$ cat src/rtl/me_result_writer_if.sv
// Result-memory write port: valid/ready handshake carrying a byte address and one packed result word.
interface me_result_writer_if;
  logic        wr_valid;
  logic        wr_ready;
  logic [31:0] wr_addr;
  logic [31:0] wr_data;

  modport master (output wr_valid, output wr_addr, output wr_data, input wr_ready);
  modport slave  (input wr_valid, input wr_addr, input wr_data, output wr_ready);
endinterface

$ cat src/rtl/me_result_writer.sv
// Captures motion-estimation best-match results on data_valid rising edges, queues them in a
// small FIFO and writes them to consecutive result-memory words under frame-level control.
module me_result_writer #(
  parameter int unsigned SAD_BIT_WIDTH = 14,
  parameter int unsigned FIFO_DEPTH    = 4,
  parameter logic [15:0] NUM_BLOCKS    = 16'd396,
  parameter logic [31:0] BASE_ADDR     = 32'h0000_0000
) (
  input  logic                     clk,
  input  logic                     rst,
  input  logic                     start_i,
  input  logic [SAD_BIT_WIDTH-1:0] MSAD,
  input  logic [4:0]               MSAD_column,
  input  logic [4:0]               MSAD_row,
  input  logic                     data_valid,
  me_result_writer_if.master       wr,
  output logic [15:0]              blocks_written,
  output logic                     busy,
  output logic                     done,
  output logic                     overflow
);

  localparam int unsigned AW = $clog2(FIFO_DEPTH);
  localparam logic [AW:0] DEPTH_C = (AW+1)'(FIFO_DEPTH);

  typedef enum logic [1:0] {S_IDLE, S_RUN, S_DRAIN, S_DONE} state_e;

  state_e        state_q, state_d;
  logic          dv_q;
  logic [15:0]   cap_cnt_q, cap_cnt_d;
  logic [31:0]   addr_q, addr_d;
  logic [15:0]   blk_q, blk_d;
  logic          ovf_q, ovf_d;
  logic [31:0]   mem_q [FIFO_DEPTH];
  logic [AW-1:0] rd_ptr_q, rd_ptr_d, wr_ptr_q, wr_ptr_d;
  logic [AW:0]   count_q, count_d;

  logic          rise, start_ok, push, pop, full, push_ok, valid;
  logic [13:0]   msad_ext;
  logic [31:0]   word;

  always_comb begin
    msad_ext                    = '0;
    msad_ext[SAD_BIT_WIDTH-1:0] = MSAD;
    word     = {cap_cnt_q[7:0], MSAD_row, MSAD_column, msad_ext};
    rise     = data_valid & ~dv_q;
    valid    = (count_q != '0) && ((state_q == S_RUN) || (state_q == S_DRAIN));
    full     = (count_q == DEPTH_C);
    pop      = valid & wr.wr_ready;
    push     = rise && (state_q == S_RUN);
    // A full FIFO still accepts the push when the head leaves in the same cycle.
    push_ok  = push && (!full || pop);
    start_ok = start_i && ((state_q == S_IDLE) || (state_q == S_DONE));
  end

  always_comb begin
    state_d   = state_q;
    cap_cnt_d = cap_cnt_q;
    addr_d    = addr_q;
    blk_d     = blk_q;
    ovf_d     = ovf_q;
    rd_ptr_d  = rd_ptr_q;
    wr_ptr_d  = wr_ptr_q;
    count_d   = count_q;

    unique case (state_q)
      S_IDLE, S_DONE: begin
        if (start_ok) begin
          state_d   = S_RUN;
          cap_cnt_d = '0;
          blk_d     = '0;
          ovf_d     = 1'b0;
          addr_d    = BASE_ADDR;
        end
      end
      S_RUN: begin
        if (push) begin
          cap_cnt_d = cap_cnt_q + 16'd1;
          if (!push_ok) ovf_d = 1'b1;
          if (cap_cnt_q + 16'd1 == NUM_BLOCKS) state_d = S_DRAIN;
        end
      end
      S_DRAIN: begin
        if (count_q == '0) state_d = S_DONE;
      end
      default: state_d = S_IDLE;
    endcase

    if (pop) begin
      rd_ptr_d = rd_ptr_q + 1'b1;
      addr_d   = addr_q + 32'd4;
      blk_d    = (blk_q == '1) ? blk_q : blk_q + 16'd1;
    end
    if (push_ok) wr_ptr_d = wr_ptr_q + 1'b1;

    unique case ({push_ok, pop})
      2'b10:   count_d = count_q + 1'b1;
      2'b01:   count_d = count_q - 1'b1;
      default: count_d = count_q;
    endcase
  end

  always_ff @(posedge clk or negedge rst) begin
    if (!rst) begin
      state_q   <= S_IDLE;
      dv_q      <= 1'b0;
      cap_cnt_q <= '0;
      addr_q    <= BASE_ADDR;
      blk_q     <= '0;
      ovf_q     <= 1'b0;
      rd_ptr_q  <= '0;
      wr_ptr_q  <= '0;
      count_q   <= '0;
    end else begin
      state_q   <= state_d;
      dv_q      <= data_valid;
      cap_cnt_q <= cap_cnt_d;
      addr_q    <= addr_d;
      blk_q     <= blk_d;
      ovf_q     <= ovf_d;
      rd_ptr_q  <= rd_ptr_d;
      wr_ptr_q  <= wr_ptr_d;
      count_q   <= count_d;
    end
  end

  always_ff @(posedge clk or negedge rst) begin
    if (!rst) begin
      for (int unsigned i = 0; i < FIFO_DEPTH; i++) mem_q[i] <= '0;
    end else if (push_ok) begin
      mem_q[wr_ptr_q] <= word;
    end
  end

  always_comb begin
    wr.wr_valid    = valid;
    wr.wr_data     = mem_q[rd_ptr_q];
    wr.wr_addr     = addr_q;
    blocks_written = blk_q;
    busy           = (state_q == S_RUN) || (state_q == S_DRAIN);
    done           = (state_q == S_DONE);
    overflow       = ovf_q;
  end

endmodule

$ cat src/flat_wrapper.sv
// flat-port wrapper written by rule: the top's interface ports become plain ports
module me_result_writer_flat 
#(
  parameter int unsigned SAD_BIT_WIDTH = 14,
  parameter int unsigned FIFO_DEPTH    = 4,
  parameter logic [15:0] NUM_BLOCKS    = 16'd396,
  parameter logic [31:0] BASE_ADDR     = 32'h0000_0000
)
  (clk, rst, start_i, MSAD, MSAD_column, MSAD_row, data_valid, blocks_written, busy, done, overflow, wr_wr_valid, wr_wr_addr, wr_wr_data, wr_wr_ready);
  me_result_writer_if wr_i ();
  input  logic clk;
  input  logic rst;
  input  logic start_i;
  input  logic [SAD_BIT_WIDTH-1:0] MSAD;
  input  logic [4:0] MSAD_column;
  input  logic [4:0] MSAD_row;
  input  logic data_valid;
  output logic [15:0] blocks_written;
  output logic busy;
  output logic done;
  output logic overflow;
  output wire logic [$bits(wr_i.wr_valid)-1:0] wr_wr_valid;
  output wire logic [$bits(wr_i.wr_addr)-1:0] wr_wr_addr;
  output wire logic [$bits(wr_i.wr_data)-1:0] wr_wr_data;
  input wire logic [$bits(wr_i.wr_ready)-1:0] wr_wr_ready;
  assign wr_wr_valid = wr_i.wr_valid;
  assign wr_wr_addr = wr_i.wr_addr;
  assign wr_wr_data = wr_i.wr_data;
  assign wr_i.wr_ready = wr_wr_ready;
  me_result_writer #(.SAD_BIT_WIDTH(SAD_BIT_WIDTH), .FIFO_DEPTH(FIFO_DEPTH), .NUM_BLOCKS(NUM_BLOCKS), .BASE_ADDR(BASE_ADDR)) u_core (.clk(clk), .rst(rst), .start_i(start_i), .MSAD(MSAD), .MSAD_column(MSAD_column), .MSAD_row(MSAD_row), .data_valid(data_valid), .wr(wr_i), .blocks_written(blocks_written), .busy(busy), .done(done), .overflow(overflow));
endmodule
$ cat config.mk
export PLATFORM = sky130hd
export DESIGN_NAME = me_result_writer_flat
export DESIGN_NICKNAME = d
export VERILOG_FILES = /design/src/rtl/me_result_writer_if.sv /design/src/rtl/me_result_writer.sv /design/src/flat_wrapper.sv
export SDC_FILE = /design/constraint.sdc
export NUM_CORES = 1
export LEC_CHECK = 0
export BUFFER_PORTS_ARGS = -buffer_cell sky130_fd_sc_hd__buf_2
export CELL_PAD_IN_SITES_DETAIL_PLACEMENT = 1
export CELL_PAD_IN_SITES_GLOBAL_PLACEMENT = 2
export CORE_MARGIN = 2
export CORE_UTILIZATION = 45
export CTS_BUF_LIST = sky130_fd_sc_hd__clkbuf_8
export DETAILED_ROUTE_END_ITERATION = 10
export PLACE_DENSITY = 0.84
export SLEW_MARGIN = 20
export SYNTH_ARGS = -nofsm -noshare
export SYNTH_HDL_FRONTEND = slang
export SYNTH_SLANG_ARGS = --single-unit
$ cat constraint.sdc
create_clock -name clk -period 3.88 [get_ports clk]
set_clock_uncertainty 0.15 [all_clocks]
set_input_delay 0.776 -clock clk [delete_from_list [all_inputs] [get_ports clk]]
set_output_delay 0.776 -clock clk [all_outputs]
set_load 0.01 [all_outputs]
==> out/qor.yml, run 1 <==
synth:
  async_reset_ff_frac: 1.00
  syn_area_per_cell_um2: 13.4
  synth_cell_types: 62
  synth-edff-count: 0
  netlist_instances: 759
  ys.flop_type: "dfrtp_1"
  yosys_warnings: 0
  ys_seq_area_frac: 0.494
  synth_area_um2: 10200
  ys_ff_latch: 201
timing:
  fin_crit_sh: 0.791
  setup_violations: 0
  period_minus_slack_ns: 3.07
  drv_slew: 0
  hold_ws_ns: 0.0797
  tns_ns: 0
  finalHoldViolCount: 0
  timing.slew.headroom: 0.364
  rsz0062_at_grt: "false"
  fmax_ghz: 0.326
  worst_pin_slew_ns: 0.954
detailed_routing:
  first_pass_iters: 4
  met1_length_mm: 10.3
  first_iter_violations: 254
  drc: 0
  wl_met3_mm: 1.33
  drtAntennaViolNets: 0
  drt_wl_total_mm: 23.9
  vias: 6639
  dr.max_layer_used: "met4"
  avgViaCountPerCell: 5.65
  dr_wl_met2_mm: 11.7
  routedWlPerCell_um: 20.3
cells_and_area:
  fillers: 2289
  fin_cells: 1175
  final_layout_size_suffix_gt1_frac: 0.391
  final_nets: 910
  area_growth_pct: 13.5
  n_antenna_cell: 0
  final_util: 0.515
placed_design:
  gp_congestion: 0.822
  dp.final_hpwl_mm: 15.8
  dpl.cell_count: 1113
  port_buffers: 110
setup_path:
  ff2ff_path_depth: 7
  path_buf_inv: 2
  cpLargestDelayFamily: "multiplexers"
  slowest_delay_ns: 0.59
  r2r_slack_ns: 0.85
  reg2reg_to: "u_core.mem_q[96]"
  cp-startpoint: "u_core.rd_ptr_q[0]"
  endpoint_kind: "output port"
  rr_startpoint: "u_core.state_q[0]"
  path_depth: 3
  critPathArrivalTime_ns: 2.14
  required_ns: 2.95
  worst_setup_path_start_kind: "flop"
  path_max_fanout: 11
  slowest_stage: "mux4_2"
  timing.critical_path.to: "wr_wr_data[22]"
  path_cells: "buf_4 -> mux4_2 -> buf_2"
  critPathKind: "reg -> out"
job:
  maxCapViolations: 0
power_and_ir_drop:
  power_frac_clock: 0.242
  leakage_nw: 5.53
  pwr-share-seq: 0.397
  netSwitchingPower_mw: 2.60
  p_int_mw: 5.31
  power.total_mw: 7.90
  pwr-share-comb: 0.360
  swShare: 0.328
  power_density_nw_per_um2: 684
  irDropWorstVdd_v: 0.000334
global_route:
  grt_pass1_vias: 7425
  grt_max_degree: 73
  grt_overflow: 0
  track_usage: 0.206
  grt_first_pass_wirelength_mm: 39.8
  antenna_found_initial: 0
clock_tree:
  cts_resized: 0
  cts_buffers: 37
  root_buffer: "clkbuf_8"
  cts_tree: "yes"
  cts_num_sinks: 201
  htreeDepth: 2
  path_clk_slew_ns: 0.06
  cts_setup_buffers: 0
  clockBufferDepth: 3
  clock_latency_ns: 0.52
  postCtsHoldBufs: 0
floorplan:
  die_h_um: 154
  boundaryPins: 113
  rows: 55
  start_util: 0.454
  die-area_um2: 23900
  dieWidth_um: 154
  core_area_um2: 22400
min_path:
  hp-class: "in -> async"
outcome:
  status: "finished, final reports clean"
cells in the final DEF (no fill, tap or decap), types with 9 or more instances in the layout:
cell        n
a21oi_1    10
and3_1     14
buf_2     109
clkbuf_8   46
dfrtp_1   200
ha_1       13
inv_1      25
mux2_2     10
mux2_4    120
mux2i_1    20
mux4_2     32
nand2_1    55
nand3_1    21
nand4_1    16
nor2_1     37
o211ai_1    9
o21ai_0    29
o31ai_1    13
xor2_1     15
registers in the layout (all words and copies together) (netlist names):
register	cells
u_core.wr.wr_addr	30
u_core.state_q	2
u_core.wr_ptr_q	2
u_core.cap_cnt_q	16
u_core.mem_q	128
u_core.blocks_written	16
u_core.overflow	1
u_core.rd_ptr_q	2
u_core.dv_q	1
u_core.count_q	3
final cells by class:
cell class / instances / area [um^2] / share of cell area
timing repair buffer: 118 / 644 / 0.0557
inverter: 15 / 56.3 / 0.00487
multi-input combinational: 494 / 4780 / 0.413
clock inverter: 17 / 75.1 / 0.00649
sequential: 201 / 5030 / 0.435
clock buffer: 45 / 619 / 0.0536
tap: 285 / 357 / 0.0308
power by group through the flow:
stage          combinational (mW)  clock [mW]  sequential [mW]
6_report                     2.85        1.92             3.14
5_1_grt                      3.09        2.08             3.22
4_1_cts                      2.90        1.99             3.14
3_5_place_dp                 2.88           0             3.17
3_3_place_gp                 2.77           0             3.08
2_1_floorplan                2.18           0             2.97
through the flow:
stage | cell area [um^2] | worst slack [ns]
4_1_cts | 11600 | 0.756
3_3_place_gp | 10900 | 0.920
3_5_place_dp | 10900 | 0.828
5_1_grt | 11600 | 0.631
2_1_floorplan | 10200 | 1.30
6_report | 11600 | 0.812
cells by family (layout without fill, tap and decap cells):
| family | Yosys count | count (layout) | share of synthesized area |
|---|---|---|---|
| buffers and inverters | 65 | 195 | 0.0376 |
| flip-flops | 201 | 201 | 0.494 |
| adder cells (fa/ha/maj) | 14 | 14 | 0.0179 |
| AO/OA/AOI/OAI | 88 | 88 | 0.0587 |
| multiplexers | 182 | 182 | 0.278 |
| XOR/XNOR | 21 | 21 | 0.0181 |
| AND/OR/NAND/NOR | 187 | 187 | 0.0953 |
| other | 1 | 2 | 0.000368 |
per-layer routing:
layer	global-route usage	up-vias
met5	0	-
met4	0.0582	0
met3	0.0468	51
met2	0.347	160
met1	0.269	3461
li1	-	2967
worst min path at each step:
stage | endpoint | slack, ns | cells after the start
floorplan | u_core.cap_cnt_q[13] | 0.31 | 1
global placement | u_core.wr.wr_addr[31] | 0.31 | 1
CTS | u_core.mem_q[67] | 0.10 | 1
global route | u_core.mem_q[3] | 0.12 | 1
finish | u_core.mem_q[67] | 0.08 | 1
detailed placement | u_core.wr.wr_addr[31] | 0.32 | 1
synth_stat cells (all sizes together), types with 14 or more instances:
library cell	instances	area (um^2)
inv	15	56.3
mux4	32	721
nor2	38	145
nand4	17	113
xor2	15	131
nand3	22	115
and3	14	87.6
nand2	56	218
dfrtp	201	5030
o21ai	29	145
mux2i	20	200
mux2	130	1910
clkbuf	24	91.3
buf	26	235
No activity file was read; power rests on OpenSTA's default activity.
==> run 2: changes to the inputs <==
- CORE_UTILIZATION: 45 -> 38
- PLACE_DENSITY: 0.84 -> 0.76
- clock period: 3.88 -> 2.67 ns (I/O delays scaled with it)
==> out/qor.yml, run 2 (synthesis results as in run 1) <==
clock_tree:
  root_buffer: "clkbuf_8"
  cts_num_sinks: 201  # unchanged
  cts_buffers: 37  # unchanged
  clockBufferDepth: 3  # unchanged
  clock_latency_ns: 0.53  # about the same
  path_clk_slew_ns: 0.06  # about the same
  htreeDepth: 2  # unchanged
  cts_tree: "yes"
timing:
  finalHoldViolCount: 0  # unchanged
  rsz0062_at_grt: "false"
  worst_pin_slew_ns: 0.695  # -0.259 ns
  setup_violations: 0  # unchanged
  setup_slack_ns: 0.111  # -0.701 ns
  drv_slew: 0  # unchanged
  tns_ns: 0  # unchanged
  timing.slew.headroom: 0.537  # +0.173
  hold_ws_ns: 0.145  # +0.0648 ns
  period_minus_slack_ns: 2.56
  fmax_ghz: 0.391
  fin_crit_sh: 0.958
power_and_ir_drop:
  power.total_mw: 11.7  # +48%
  leakage_nw: 5.80  # +4.8%
  irDropWorstVdd_v: 0.000520  # +56%
  power_density_nw_per_um2: 968  # +42%
setup_path:
  ff2ff_path_depth: 9  # +2
  path_max_fanout: 25  # +14
  worst_setup_path_start_kind: "flop"
  path_cells: "buf_12 -> mux4_2 -> buf_2"
  slowest_delay_ns: 0.57  # -0.02 ns
  reg2reg_to: "u_core.mem_q[102]"
  critPathKind: "reg -> out"
  slowest_stage: "mux4_2"
  endpoint_kind: "output port"
  r2r_slack_ns: 0.19  # -0.66 ns
  critPathArrivalTime_ns: 1.87  # -0.27 ns
  required_ns: 1.99  # -0.96 ns
  rr_startpoint: "u_core.state_q[1]"
outcome:
  status: "finished, final reports clean"
detailed_routing:
  drt_wl_total_mm: 24.3  # +2.1%
  vias: 6734  # +1.4%
  routedWlPerCell_um: 19.2  # -5.4%
  first_pass_iters: 4  # unchanged
  first_iter_violations: 286  # +13%
  drc: 0  # unchanged
  avgViaCountPerCell: 5.31  # -6.0%
  drtAntennaViolNets: 0  # unchanged
placed_design:
  placed_area_um2: 11400  # +4.7%
  post-place-ws_ns: 0.0363  # -0.792 ns
  dpl.cell_count: 1202  # +8.0%
  port_buffers: 110  # unchanged
  dp.final_hpwl_mm: 16.2  # +2.1%
  gp_congestion: 0.729  # -11%
global_route:
  grt_max_degree: 55  # -25%
  grt_pass1_vias: 7358  # -0.90%
  antenna_found_initial: 0  # unchanged
  track_usage: 0.178  # -0.0282
  grt_overflow: 0  # unchanged
  grt_first_pass_wirelength_mm: 40.4  # +1.7%
floorplan:
  start_util: 0.389  # -0.0654
  dieWidth_um: 168  # +8.6%
  die-area_um2: 28100  # +18%
  die_h_um: 168  # +8.6%
  rows: 59  # +7.3%
  core_area_um2: 26200  # +17%
  boundaryPins: 113  # unchanged
cells_and_area:
  final_nets: 953  # +4.7%
  final_common_cell: "dfrtp_1"
  fin_cells: 1268  # +7.9%
  n_antenna_cell: 0  # unchanged
  regMostFlops: "u_core.mem_q"
  final_area_um2: 12100  # +4.8%
  largest_reg_flops: 128  # unchanged
  final_layout_size_suffix_gt1_frac: 0.417  # +0.0259
  mostFrequentLayoutCells: "200 x dfrtp_1, 120 x mux2_4, 109 x buf_2"
  area_growth_pct: 18.9
  final_util: 0.462  # -0.0531
job:
  maxCapViolations: 0  # unchanged
min_path:
  hp-class: "in -> reg"
  whs_endpoint: "u_core.mem_q[18]"
  min_from: "MSAD_column[4]"
  whs_path_depth: 2
-- run 2: report_power, final --
part | switching, mW | total [mW] | leakage (nW) | internal [mW]
clock network | 1.31 | 2.81 | 0.406 | 1.50
registers | 0.553 | 4.47 | 2.66 | 3.92
logic | 1.95 | 4.44 | 2.73 | 2.48
total | 3.82 | 11.7 | 5.80 | 7.90
-- run 2: final cells by class --
type	instances	area [um^2]
Clock inverter	18	85.1
Fill cell	2730	14100
Tap cell	335	419
Inverter	15	56.3
Sequential cell	201	5030
Clock buffer	44	606
Multi-Input combinational cell	494	4780
Timing Repair Buffer	161	1130
-- run 2: what timing repair did --
item	CTS	global route
setup endpoints to repair	0	56
resized for setup	0	1
buffers inserted	0	2
hold buffers	2	0
hold endpoints to repair	44	0
-- run 2: how the worst max path moves through the flow --
stage                                   start                end  slack [ns]
after floorplan             u_core.state_q[0]  u_core.count_q[1]        0.09
after global routing      u_core.cap_cnt_q[0]  u_core.state_q[0]       0.005
after CTS                   u_core.state_q[0]  u_core.count_q[1]        0.03
final                      u_core.rd_ptr_q[0]     wr_wr_data[30]        0.11
after global placement      u_core.state_q[0]  u_core.count_q[2]        0.10
after detailed placement    u_core.state_q[0]  u_core.count_q[1]        0.04
-- run 2: routing by layer --
layer	vias to the layer above	GRT usage	part of all wire
met4	0	0.0488	0.017
met3	34	0.0383	0.046
met5	-	0	0
li1	3059	-	-
met2	130	0.283	0.46
met1	3511	0.247	0.48
-- run 2: critical path, delay by kind of cell (launching register included) --
family | cells | cell delay, ns
mux | 1 | 0.57
buf+inv | 2 | 0.40
flops | 1 | 0.38
